$ cat src/rtl/pingpong_bank_ctrl.sv
// Ping-pong bank scheduler: fills one buffer bank while the other drains, swapping at frame ends.
// Zero-latency beats, registered state. Writer stalls on a full bank and reader on an empty one. Optional `PINGPONG_ERR_EN` adds a sticky protocol-error flag.
module pingpong_bank_ctrl #(
    parameter int FRAME_LEN = 784,
    parameter int ADDR_W    = 10
) (
    input  logic              clk,
    input  logic              rst,
    input  logic              flush,
    input  logic              wr_en,
    output logic              wr_ready,
    output logic [7:0]        wr_sel,
    output logic [ADDR_W-1:0] wr_addr,
    input  logic              rd_en,
    output logic              rd_valid,
    output logic [7:0]        rd_sel,
    output logic [ADDR_W-1:0] rd_addr,
    output logic              rd_last,
    output logic [1:0]        bank_full,
    output logic              err
);

    localparam logic [ADDR_W-1:0] LAST_ADDR = ADDR_W'(FRAME_LEN - 1);

    logic              wr_bank;
    logic              rd_bank;
    logic [ADDR_W-1:0] wr_addr_q;
    logic [ADDR_W-1:0] rd_addr_q;
    logic [1:0]        full_q;
    logic [1:0]        full_d;

    logic wr_beat;
    logic rd_beat;
    logic wr_done;
    logic rd_done;

    // Handshake terms depend only on registered state, never on the enables.
    assign wr_ready = !full_q[wr_bank];
    assign rd_valid = full_q[rd_bank];

    assign wr_beat = wr_en && wr_ready;
    assign rd_beat = rd_en && rd_valid;
    assign wr_done = wr_beat && (wr_addr_q == LAST_ADDR);
    assign rd_done = rd_beat && (rd_addr_q == LAST_ADDR);

    // A completing write and a completing read always hit opposite banks.
    always_comb begin
        full_d = full_q;
        if (wr_done) begin
            full_d[wr_bank] = 1'b1;
        end
        if (rd_done) begin
            full_d[rd_bank] = 1'b0;
        end
    end

    always_ff @(posedge clk or posedge rst) begin
        if (rst) begin
            wr_bank   <= 1'b0;
            rd_bank   <= 1'b0;
            wr_addr_q <= '0;
            rd_addr_q <= '0;
            full_q    <= 2'b00;
        end else if (flush) begin
            wr_bank   <= 1'b0;
            rd_bank   <= 1'b0;
            wr_addr_q <= '0;
            rd_addr_q <= '0;
            full_q    <= 2'b00;
        end else begin
            full_q <= full_d;
            if (wr_done) begin
                wr_addr_q <= '0;
                wr_bank   <= !wr_bank;
            end else if (wr_beat) begin
                wr_addr_q <= wr_addr_q + ADDR_W'(1);
            end
            if (rd_done) begin
                rd_addr_q <= '0;
                rd_bank   <= !rd_bank;
            end else if (rd_beat) begin
                rd_addr_q <= rd_addr_q + ADDR_W'(1);
            end
        end
    end

    assign wr_sel    = {7'd0, wr_bank};
    assign rd_sel    = {7'd0, rd_bank};
    assign wr_addr   = wr_addr_q;
    assign rd_addr   = rd_addr_q;
    assign bank_full = full_q;
    assign rd_last   = rd_valid && (rd_addr_q == LAST_ADDR);

`ifdef PINGPONG_ERR_EN
    logic err_q;

    // Sticky: overrun or underrun attempts are flagged until reset or flush.
    always_ff @(posedge clk or posedge rst) begin
        if (rst) begin
            err_q <= 1'b0;
        end else if (flush) begin
            err_q <= 1'b0;
        end else if ((wr_en && !wr_ready) || (rd_en && !rd_valid)) begin
            err_q <= 1'b1;
        end
    end

    assign err = err_q;
`else
    assign err = 1'b0;
`endif

endmodule

$ cat config.mk
export PLATFORM = sky130hd
export DESIGN_NAME = pingpong_bank_ctrl
export DESIGN_NICKNAME = d
export VERILOG_FILES = /design/src/rtl/pingpong_bank_ctrl.sv
export SDC_FILE = /design/constraint.sdc
export NUM_CORES = 1
export LEC_CHECK = 0
export ABC_AREA = 1
export CORE_MARGIN = 2
export CORE_UTILIZATION = 40
export CTS_CLUSTER_SIZE = 24
export DETAILED_ROUTE_END_ITERATION = 8
export PLACE_DENSITY = 0.69
export SETUP_SLACK_MARGIN = 0.3
export SYNTH_ARGS = -nofsm -noshare
export SYNTH_HDL_FRONTEND = slang
export SYNTH_SLANG_ARGS = --single-unit
$ cat constraint.sdc
create_clock -name clk -period 1.5 [get_ports clk]
set_clock_uncertainty 0.2 [all_clocks]
set_input_delay 0.15 -clock clk [delete_from_list [all_inputs] [get_ports clk]]
set_output_delay 0.15 -clock clk [all_outputs]
set_load 0.005 [all_outputs]
==> metrics.md, run 1 <==
| Metric | Value |
|---|---|
| Status | `finished with violations` |
| Failing checks | `setup timing` |
| Final critical-path share of the clock period | `111%` |
| Worst Setup Start Kind | `register` |
| Switch Pwr | `0.369 mW` |
| Insertion delay to the later sink of the worst-skew pair | `280 ps` |
| Largest net degree at the start of global routing | `25` |
| Power density cells | `448 mW/mm^2` |
| Max-cap violations | `0` |
| Initial Util | `42.1%` |
| Switching share of power | `24.8%` |
| Setup slack after layout | `-172 ps` |
| Synth area leaders | `dfrtp_1 (35%), nand2_1 (14%), buf_4 (8.0%)` |
| Worst Path Class, Setup | `register to register` |
| GP Congestion | `0.900` |
| CTS tree | `yes` |
| RSZ-0062 raised after global routing | `true` |
| Final std cells w/o fill | `417` |
| Layout cell share with drive strength beyond 1 | `55.0%` |
| Crit path largest cell delay | `390 ps` |
| CP endpoint kind | `register` |
| Initial drt markers | `186` |
| Mapped Cells | `244` |
| Yosys top cell area share | `35.4%` |
| Cell Area, Synth | `0.00170 sq mm` |
| Worst path slowest cell | `dfrtp_1` |
| Fin. Hold Viols | `0` |
| Seq/Total Area, Yosys | `35.4%` |
| Biggest area consumer among synthesized cells | `dfrtp_1` |
| Sequence of cells on the critical path | `buf_6 -> buf_6 -> buf_6 -> nand2_2 -> inv_1 -> nand2_1 -> nor2_2 -> nand3b_1 -> nand2_1 -> nand2_1 -> nor2_1` |
| Syn_area_per_cell | `6.95 sq um` |
| DRT Wirelength | `6760 um` |
| Number of global-route vias before repair | `1,926` |
| Die X | `69.1 um` |
| Post-route ant nets | `0` |
| Final routed DRC violation total | `0` |
| Final Net Count | `375` |
| Post-cts hold buffer count | `0` |
| First-pass GRT wire length | `8840 um` |
| Gate power share | `15.1%` |
| Die height | `69.1 um` |
| Top Ports | `47` |
| Die Area | `0.00478 sq mm` |
| I/O Buffers | `31` |
| Area occupied by multi-input gates | `0.00124 sq mm` |
| Hold WS | `7.00 ps` |
| Flop pwr share | `44.7%` |
| Area grow syn2layout | `95.6%` |
| Period minus WS final | `1670 ps` |
| GRT overflow | `0` |
| Clk root buf | `clkbuf_8` |
| TritonCTS buffer count | `3` |
| Ys Warns | `0` |
| Wirelength per Cell | `16.2 um` |
| Slew Viols, Final | `0` |
| Setup violations, final | `28` |
| Row Count | `23` |
| 1st-pass router iterations | `5` |
| Crit path DAT | `1680 ps` |
| Worst vdd rail ir drop | `0.454 mV` |
| Dpl cells | `359` |
| Library cells used by synthesis | `23` |
| Clock transition at path regs | `90 ps` |
| Via count | `2,183` |
| Clk sinks | `24` |
| GRT Total Usage | `22.7%` |
| Post-synthesis register bit count | `24` |
| Leak | `1.70 nW` |
| Ant diodes | `0` |
| Core region area | `0.00403 sq mm` |
| Storage cell area | `603 sq um` |
| Hold Crit Class | `primary input to asynchronous set/reset pin` |
| Vias/cell | `5.24` |
| Internal | `1.12 mW` |
| Max frequency | `0.598 GHz` |
| Initial antenna violation count | `0` |
| Fill count | `227` |
| HPWL after detailed placement | `3100 um` |
| H-tree depth | `1` |
| Clock Path Buffers | `2` |
| WP data required | `1510 ps` |
| Clock share of power | `40.1%` |
| CP max FO | `5` |
-- cell families (layout without fill, tap and decap cells) --
group                      after synthesis  count (layout)  share of synthesized area, %
adders and majority gates                2               2                          1.48
DFF                                     24              24                          35.4
other                                    1              15                         0.221
buffers and inverters                   55             163                          16.4
and+or+nand+nor                        144             145                          39.9
xor gates and xnor gates                 6               6                          3.10
AOI/OAI and AO/OA                       12              12                          3.54
-- cell type report --
| cell class | count | share of cell area, % |
|---|---|---|
| clock buffers | 3 | 1.24 |
| inverters | 36 | 4.68 |
| repair buffers | 123 | 35.8 |
| well taps | 50 | 1.89 |
| flip-flops and latches | 24 | 18.2 |
| clock inverters | 1 | 0.905 |
| multi-input cells | 180 | 37.3 |
-- layout by cell type (no fill, tap or decap), types with 2 or more instances in the layout --
| master | Yosys | routed |
|---|---|---|
| nand2_1 | 64 | 50 |
| inv_4 | 1 | 5 |
| nor3_4 | 1 | 2 |
| inv_2 | 5 | 4 |
| nand3_2 | 3 | 6 |
| o21ai_1 | 4 | 6 |
| nand2_2 | 10 | 11 |
| nand2_8 | 0 | 3 |
| o21ai_2 | 0 | 4 |
| nand4_1 | 15 | 15 |
| nand2_4 | 0 | 11 |
| a21oi_1 | 2 | 2 |
| buf_2 | 1 | 5 |
| xor2_1 | 6 | 4 |
| clkbuf_8 | 0 | 3 |
| inv_1 | 30 | 26 |
| nor2_1 | 26 | 11 |
| nand3_1 | 15 | 8 |
| conb_1 | 1 | 15 |
| nor2_4 | 0 | 11 |
| buf_4 | 18 | 44 |
| clkdlybuf4s50_1 | 0 | 4 |
| nand3_4 | 0 | 4 |
| dfrtp_2 | 0 | 2 |
| dfrtp_1 | 24 | 22 |
| nor2_2 | 5 | 9 |
| ha_4 | 0 | 2 |
| buf_6 | 0 | 68 |
| xor2_2 | 0 | 2 |
-- through the flow --
stage               worst slack [ps]  total power [mW]  TNS [ps]  util (%)  instance area (sq um)
floorplan                       68.8             0.774         0         -                   1790
global route                    -274              1.54     -3710      82.3                   3320
detailed placement              -203             0.825      -816      57.8                   2330
finish                          -172              1.49     -2050      82.3                   3320
global placement                -229             0.825      -526      57.8                   2330
CTS                             -101              1.44      -731      75.9                   3060
-- layer usage --
layer  wire length, um  track usage (%)
met5                 0                0
met3               352             1.75
met4               263             8.93
met2              3550             39.5
met1              2600             29.1
-- registers in the layout, indices dropped and copies added (netlist names) --
register and cells:
bank_full 2, rd_addr 10, rd_bank 1, wr_addr 10
wr_bank 1
-- power groups by stage --
stage	sequential (mW)	combinational [mW]	clock (mW)
floorplan	0.677	0.0976	0
global placement	0.674	0.150	0
detailed placement	0.675	0.150	0
CTS	0.664	0.186	0.586
global route	0.666	0.239	0.632
finish	0.665	0.225	0.596
-- timing repair --
item | in CTS | in global routing
pin swaps | 25 | 30
cloned | 1 | 0
resized for setup | 212 | 46
setup endpoints to repair | 51 | 49
buffers inserted | 41 | 12
-- synth_stat cells --
master and count:
nor2_2 5, nor2_1 26, ha_1 2, nor3_4 1
buf_4 18, buf_2 1, a21oi_1 2, dfrtp_1 24
inv_2 5, inv_1 30, o21ai_1 4, o21ai_0 6
nand3_2 3, nand3b_1 1, nand3_1 15, nand2_2 10
nand4_1 15, conb_1 1, xor2_1 6, inv_4 1
nand2_1 64, or2_2 1, nor3_1 3
-- worst max-delay path: cells and delay by family, from the launching register on --
kind / cells / cell delay [ps]
buffers and inverters: 4 / 340
DFF: 1 / 390
and+or+nand+nor: 7 / 670
-- worst paths after layout --
kind	from	endpoint	slack [ps]	cells past startpoint
setup / recovery	wr_addr[5]	wr_addr[9]	-170	11
hold / removal	rst	wr_addr[7]	7	3
setup reg to reg	wr_addr[5]	wr_addr[9]	-170	11
hold reg to reg	rd_addr[3]	rd_addr[3]	450	3
max in group asynchronous	rst	wr_addr[2]	830	3
min in group clk	rd_addr[3]	rd_addr[3]	450	3
No activity file was read; power rests on OpenSTA's default activity.
==> inputs of run 2 (changes only) <==
--- a/config.mk
+++ b/config.mk
@@ -8,9 +8,9 @@
 export ABC_AREA = 1
 export CORE_MARGIN = 2
 export CORE_UTILIZATION = 40
-export CTS_CLUSTER_SIZE = 24
+export CTS_CLUSTER_SIZE = 10
 export DETAILED_ROUTE_END_ITERATION = 8
-export PLACE_DENSITY = 0.69
+export PLACE_DENSITY = 0.68
 export SETUP_SLACK_MARGIN = 0.3
 export SYNTH_ARGS = -nofsm -noshare
 export SYNTH_HDL_FRONTEND = slang
==> metrics.md, run 2 (synthesized netlist as in run 1, its figures left out) <==
| Metric | Value |
|---|---|
| Die X | `69.1 um (unchanged)` |
| Status | `finished with violations (unchanged)` |
| Crit path DAT | `1650 ps (was 1680 ps)` |
| Slew Viols, Final | `0 (unchanged)` |
| Crit path top cell by count | `nand2_1` |
| Largest net degree at the start of global routing | `15 (was 25)` |
| Final Net Count | `368 (was 375)` |
| RSZ-0062 raised after global routing | `true (unchanged)` |
| Vias/cell | `5.43 (was 5.24)` |
| WP data required | `1470 ps (was 1510 ps)` |
| Pre-CTS setup slack | `-239 ps (was -203 ps)` |
| TritonCTS buffer count | `3 (unchanged)` |
| Failing checks | `setup timing (unchanged)` |
| Commonest non-fill, non-tap cell in the layout | `buf_6 (unchanged)` |
| Most frequent cells in the layout | `buf_6 (63), nand2_1 (53), buf_4 (40) (was buf_6 (68), nand2_1 (50), buf_4 (44))` |
| Worst Setup Start Kind | `register (unchanged)` |
| Die Area | `0.00478 sq mm (unchanged)` |
| Number of global-route vias before repair | `1,983 (was 1,926)` |
| Insertion delay to the later sink of the worst-skew pair | `280 ps (about the same)` |
| Period minus WS final | `1680 ps (was 1670 ps)` |
| Leak | `1.62 nW (was 1.70 nW)` |
| Dpl cells | `361 (was 359)` |
| DRT Wirelength | `6770 um (was 6760 um)` |
| Fin util | `78.6% (was 82.3%)` |
| GP Congestion | `0.886 (was 0.900)` |
| Sequence of cells on the critical path | `buf_6 -> buf_6 -> nand2_1 -> nor2_1 -> nand3_1 -> nand2_1 -> inv_1 -> nand4_1 -> nand2_1 (was buf_6 -> buf_6 -> buf_6 -> nand2_2 -> inv_1 -> nand2_1 -> nor2_2 -> nand3b_1 -> nand2_1 -> nand2_1 -> nor2_1)` |
| Setup violations, final | `24 (was 28)` |
| Top Ports | `47 (unchanged)` |
| Clk root buf | `clkbuf_8 (unchanged)` |
| Fin. Hold Viols | `0 (unchanged)` |
| Clock transition at path regs | `90 ps (about the same)` |
| Power density cells | `431 mW/mm^2 (was 448 mW/mm^2)` |
| Setup TNS | `-2740 ps (was -2050 ps)` |
| Area grow syn2layout | `86.8% (was 95.6%)` |
| H-tree depth | `1 (unchanged)` |
| I/O Buffers | `31 (unchanged)` |
| Clock Path Buffers | `2 (unchanged)` |
| Final std cells w/o fill | `410 (was 417)` |
| Setup slack after layout | `-176 ps (was -172 ps)` |
| Initial drt markers | `321 (was 186)` |
| Hold Crit Class | `register to register (was primary input to asynchronous set/reset pin)` |
| Final critical-path share of the clock period | `112% (was 111%)` |
| Initial antenna violation count | `0 (unchanged)` |
| Initial Util | `42.1% (unchanged)` |
| CTS tree | `yes (unchanged)` |
| 1st-pass router iterations | `7 (was 5)` |
| Crit path largest cell delay | `390 ps (about the same)` |
| Top delay family on crit path | `simple AND/OR/NAND/NOR gates (unchanged)` |
| Fill count | `240 (was 227)` |
| HPWL after detailed placement | `3180 um (was 3100 um)` |
| Layout cell share with drive strength beyond 1 | `51.7% (was 55.0%)` |
| Worst vdd rail ir drop | `0.307 mV (was 0.454 mV)` |
| Ant diodes | `0 (unchanged)` |
| WP buf/inv | `3 (was 4)` |
| GRT Total Usage | `24.4% (was 22.7%)` |
| Max-cap violations | `0 (unchanged)` |
| Final routed DRC violation total | `0 (unchanged)` |
| GRT overflow | `0 (unchanged)` |
| Clk sinks | `24 (unchanged)` |
| Core region area | `0.00403 sq mm (unchanged)` |
| Worst path slowest cell | `dfrtp_1 (unchanged)` |
| First-pass GRT wire length | `9460 um (was 8840 um)` |
| Via count | `2,228 (was 2,183)` |
| Die height | `69.1 um (unchanged)` |
| Max frequency | `0.597 GHz (was 0.598 GHz)` |
| CP max FO | `7 (was 5)` |
| CP endpoint kind | `register (unchanged)` |
| Post-route ant nets | `0 (unchanged)` |
| Row Count | `23 (unchanged)` |
| Wirelength per Cell | `16.5 um (was 16.2 um)` |
| Worst Path Class, Setup | `register to register (unchanged)` |
## run 2: timing repair
action	in CTS	in global routing
pin swaps	27	24
resized for setup	196	39
buffers inserted	36	8
hold buffers	1	0
hold endpoints to repair	10	0
endpoints found under the setup margin	51	55
## run 2: worst paths after layout
path	slack [ps]	to	cells past startpoint	start
min reg2reg	480	rd_addr[2]	3	rd_addr[2]
min	480	rd_addr[2]	3	rd_addr[2]
max in group asynchronous	390	wr_addr[2]	4	rst
max	-180	rd_addr[8]	9	rd_addr[5]
max reg2reg	-180	rd_addr[8]	9	rd_addr[5]
min in group asynchronous	530	rd_addr[2]	4	rst
## run 2: area by class of cell
type	count	area (sq um)	share of cell area (%)
clock buffers	4	55.1	1.74
inverters	36	145	4.58
multi-input cells	179	1170	37.1
flip-flops and latches	24	604	19.1
well taps	50	62.6	1.98
repair buffers	117	1130	35.6
## run 2: worst reg2reg max path: stages, from the launching register on
cell,delay [ps]
dfrtp_1,390
buf_6,120
buf_6,120
nand2_1,60
nor2_1,210
nand3_1,150
nand2_1,100
inv_1,50
nand4_1,100
nand2_1,70
## run 2: stage by stage
| stage | hold WS, ps | area (sq um) | power [mW] |
|---|---|---|---|
| 2_1_floorplan | -35.4 | 1790 | 0.774 |
| 3_5_place_dp | 290 | 2340 | 0.829 |
| 6_report | 475 | 3170 | 1.37 |
| 5_1_grt | 508 | 3170 | 1.42 |
| 3_3_place_gp | 280 | 2340 | 0.828 |
| 4_1_cts | 417 | 2970 | 1.32 |
## run 2: routing by layer
metal | vias up | GRT usage [%] | wire, um
li1 | 973 | - | -
met1 | 1045 | 31.4 | 2630
met5 | - | 0 | 0
met4 | 0 | 12.4 | 340
met2 | 158 | 40.4 | 3240
met3 | 52 | 2.63 | 555
## run 2: report_power, final
part	internal, mW	switching (mW)	total (mW)
Combinational	0.111	0.118	0.228
Sequential	0.655	0.00882	0.664
Clock	0.236	0.239	0.474
==> inputs of run 3 (changes only) <==
--- a/config.mk
+++ b/config.mk
@@ -10,7 +10,8 @@
 export CORE_UTILIZATION = 40
 export CTS_CLUSTER_SIZE = 10
 export DETAILED_ROUTE_END_ITERATION = 8
-export PLACE_DENSITY = 0.68
+export DONT_BUFFER_PORTS = 1
+export PLACE_DENSITY = 0.53
 export SETUP_SLACK_MARGIN = 0.3
 export SYNTH_ARGS = -nofsm -noshare
 export SYNTH_HDL_FRONTEND = slang
==> metrics.md, run 3 (synthesized netlist as in run 1, its figures left out) <==
| Metric | Value |
|---|---|
| Status | `finished with violations (unchanged)` |
| Failing checks | `hold timing, setup timing (was setup timing)` |
| Ant diodes | `0 (unchanged)` |
| RSZ-0062 raised after global routing | `true (unchanged)` |
| Commonest non-fill, non-tap cell in the layout | `nand2_1 (was buf_6)` |
| WP data required | `1150 ps (was 1470 ps)` |
| CP endpoint kind | `primary output (was register)` |
| GRT Total Usage | `19.7% (was 24.4%)` |
| Final routed DRC violation total | `0 (unchanged)` |
| Worst Path Class, Setup | `register to primary output (was register to register)` |
| I/O Buffers | `0 (was 31)` |
| R2R depth | `9 (unchanged)` |
| HPWL after detailed placement | `3130 um (was 3180 um)` |
| Worst vdd rail ir drop | `0.468 mV (was 0.307 mV)` |
| TritonCTS buffer count | `3 (unchanged)` |
| Fill count | `382 (was 240)` |
| CP max FO | `4 (was 7)` |
| CTS tree | `yes (unchanged)` |
| Die height | `69.1 um (unchanged)` |
| Worst Setup Start Kind | `register (unchanged)` |
| Layout cell share with drive strength beyond 1 | `42.3% (was 51.7%)` |
| Period minus WS final | `1530 ps (was 1680 ps)` |
| Post-DP Area | `0.00190 sq mm (was 0.00234 sq mm)` |
| Initial antenna violation count | `0 (unchanged)` |
| Final std cells w/o fill | `334 (was 410)` |
| GP Congestion | `0.956 (was 0.886)` |
| Worst R2R Start | `rd_addr[1] (was rd_addr[5])` |
| Slew Viols, Final | `0 (unchanged)` |
| Area grow syn2layout | `43.1% (was 86.8%)` |
| DRT Wirelength | `4490 um (was 6770 um)` |
| Clock Path Buffers | `2 (unchanged)` |
| Insertion delay to the later sink of the worst-skew pair | `270 ps (was 280 ps)` |
| Max frequency | `0.652 GHz (was 0.597 GHz)` |
| CP startpoint | `rd_bank (was rd_addr[5])` |
| Hold Crit Class | `primary input to register (was register to register)` |
| Post-cts hold buffer count | `2 (was 1)` |
| Core region area | `0.00403 sq mm (unchanged)` |
| Via count | `1,669 (was 2,228)` |
| 1st-pass router iterations | `4 (was 7)` |
| Post-route ant nets | `0 (unchanged)` |
| Row Count | `23 (unchanged)` |
| Largest net degree at the start of global routing | `15 (unchanged)` |
| Crit path DAT | `1180 ps (was 1650 ps)` |
| Wirelength per Cell | `13.5 um (was 16.5 um)` |
| H-tree depth | `1 (unchanged)` |
| Initial Util | `42.1% (unchanged)` |
| Power density cells | `582 mW/mm^2 (was 431 mW/mm^2)` |
| Die Area | `0.00478 sq mm (unchanged)` |
| Clock transition at path regs | `90 ps (about the same)` |
| Top Ports | `47 (unchanged)` |
| Setup violations, final | `2 (was 24)` |
| Vias/cell | `5.00 (was 5.43)` |
| Storage cell area | `616 sq um (was 604 sq um)` |
| Most frequent cells in the layout | `nand2_1 (55), inv_1 (24), buf_4 (23) (was buf_6 (63), nand2_1 (53), buf_4 (40))` |
| Dpl cells | `314 (was 361)` |
| Hold WS | `-51.0 ps (was 475 ps)` |
| GRT overflow | `0 (unchanged)` |
| Fin. Hold Viols | `7 (was 0)` |
| HP Start | `rd_en (was rd_addr[2])` |
| Cells on Worst Hold Path | `3 (unchanged)` |
| First-pass GRT wire length | `7720 um (was 9460 um)` |
| Fin util | `60.2% (was 78.6%)` |
| Leak | `1.23 nW (was 1.62 nW)` |
| Final Net Count | `292 (was 368)` |
| Max-cap violations | `0 (unchanged)` |
| Number of global-route vias before repair | `1,550 (was 1,983)` |
| Clk root buf | `clkbuf_8 (unchanged)` |
| Final critical-path share of the clock period | `102% (was 112%)` |
| Fin area | `0.00243 sq mm (was 0.00317 sq mm)` |
| Clk sinks | `24 (unchanged)` |
| Die X | `69.1 um (unchanged)` |
| Setup slack after layout | `-34.8 ps (was -176 ps)` |
| Initial drt markers | `92 (was 321)` |
| Area occupied by multi-input gates | `0.00115 sq mm (was 0.00117 sq mm)` |
run 3: per-stage QoR:
step / worst slack [ps] / hold slack (ps) / setup TNS (ps) / total power, mW
floorplan: 68.8 / -35.4 / 0 / 0.774
global placement: 14.4 / -182 / 0 / 0.787
detailed placement: 6.69 / -184 / 0 / 0.786
CTS: -74.2 / -75.6 / -162 / 1.41
global route: -108 / -48.4 / -1320 / 1.48
finish: -34.8 / -51.0 / -65.8 / 1.41
run 3: power breakdown:
part	switching, mW	internal, mW
sequential	0.0118	0.655
combinational	0.0954	0.0649
clock	0.228	0.357
total	0.335	1.08
run 3: cell type report:
| type | count | share of cell area, % |
|---|---|---|
| inverter | 36 | 6.50 |
| clock buffer | 3 | 1.70 |
| sequential | 24 | 25.4 |
| clock inverter | 1 | 1.24 |
| multi-input combinational | 180 | 47.6 |
| timing repair buffer | 40 | 15.0 |
| tap | 50 | 2.58 |
run 3: timing repair:
item,4_1_cts,5_1_grt
cloned,1,0
gates resized for setup,40,51
buffers inserted,9,4
endpoints found under the hold margin,39,4
pin swaps,12,15
setup endpoints to repair,31,40
run 3: metal layers:
| layer | global-route usage (%) | vias up | share of wire (%) |
|---|---|---|---|
| met5 | 0 | - | 0 |
| met2 | 27.9 | 47 | 46 |
| met3 | 4.82 | 6 | 5.7 |
| li1 | - | 826 | - |
| met1 | 29.5 | 790 | 47 |
| met4 | 5.88 | 0 | 0.93 |
run 3: path summary, 6_finish.rpt:
check | endpoint | slack (ps)
max | rd_last | -30
max reg2reg | rd_bank | -30
min in group asynchronous | rd_addr[1] | 60
max in group asynchronous | bank_full[0] | 580
min reg2reg | rd_addr[3] | 430
min | rd_addr[7] | -50
run 3: worst max-delay path, stage by stage, from the launching register on:
cell	delay, ps
dfrtp_2	440
inv_2	70
nand2_2	60
nand2_4	90
nand3_2	90
nor3_4	160
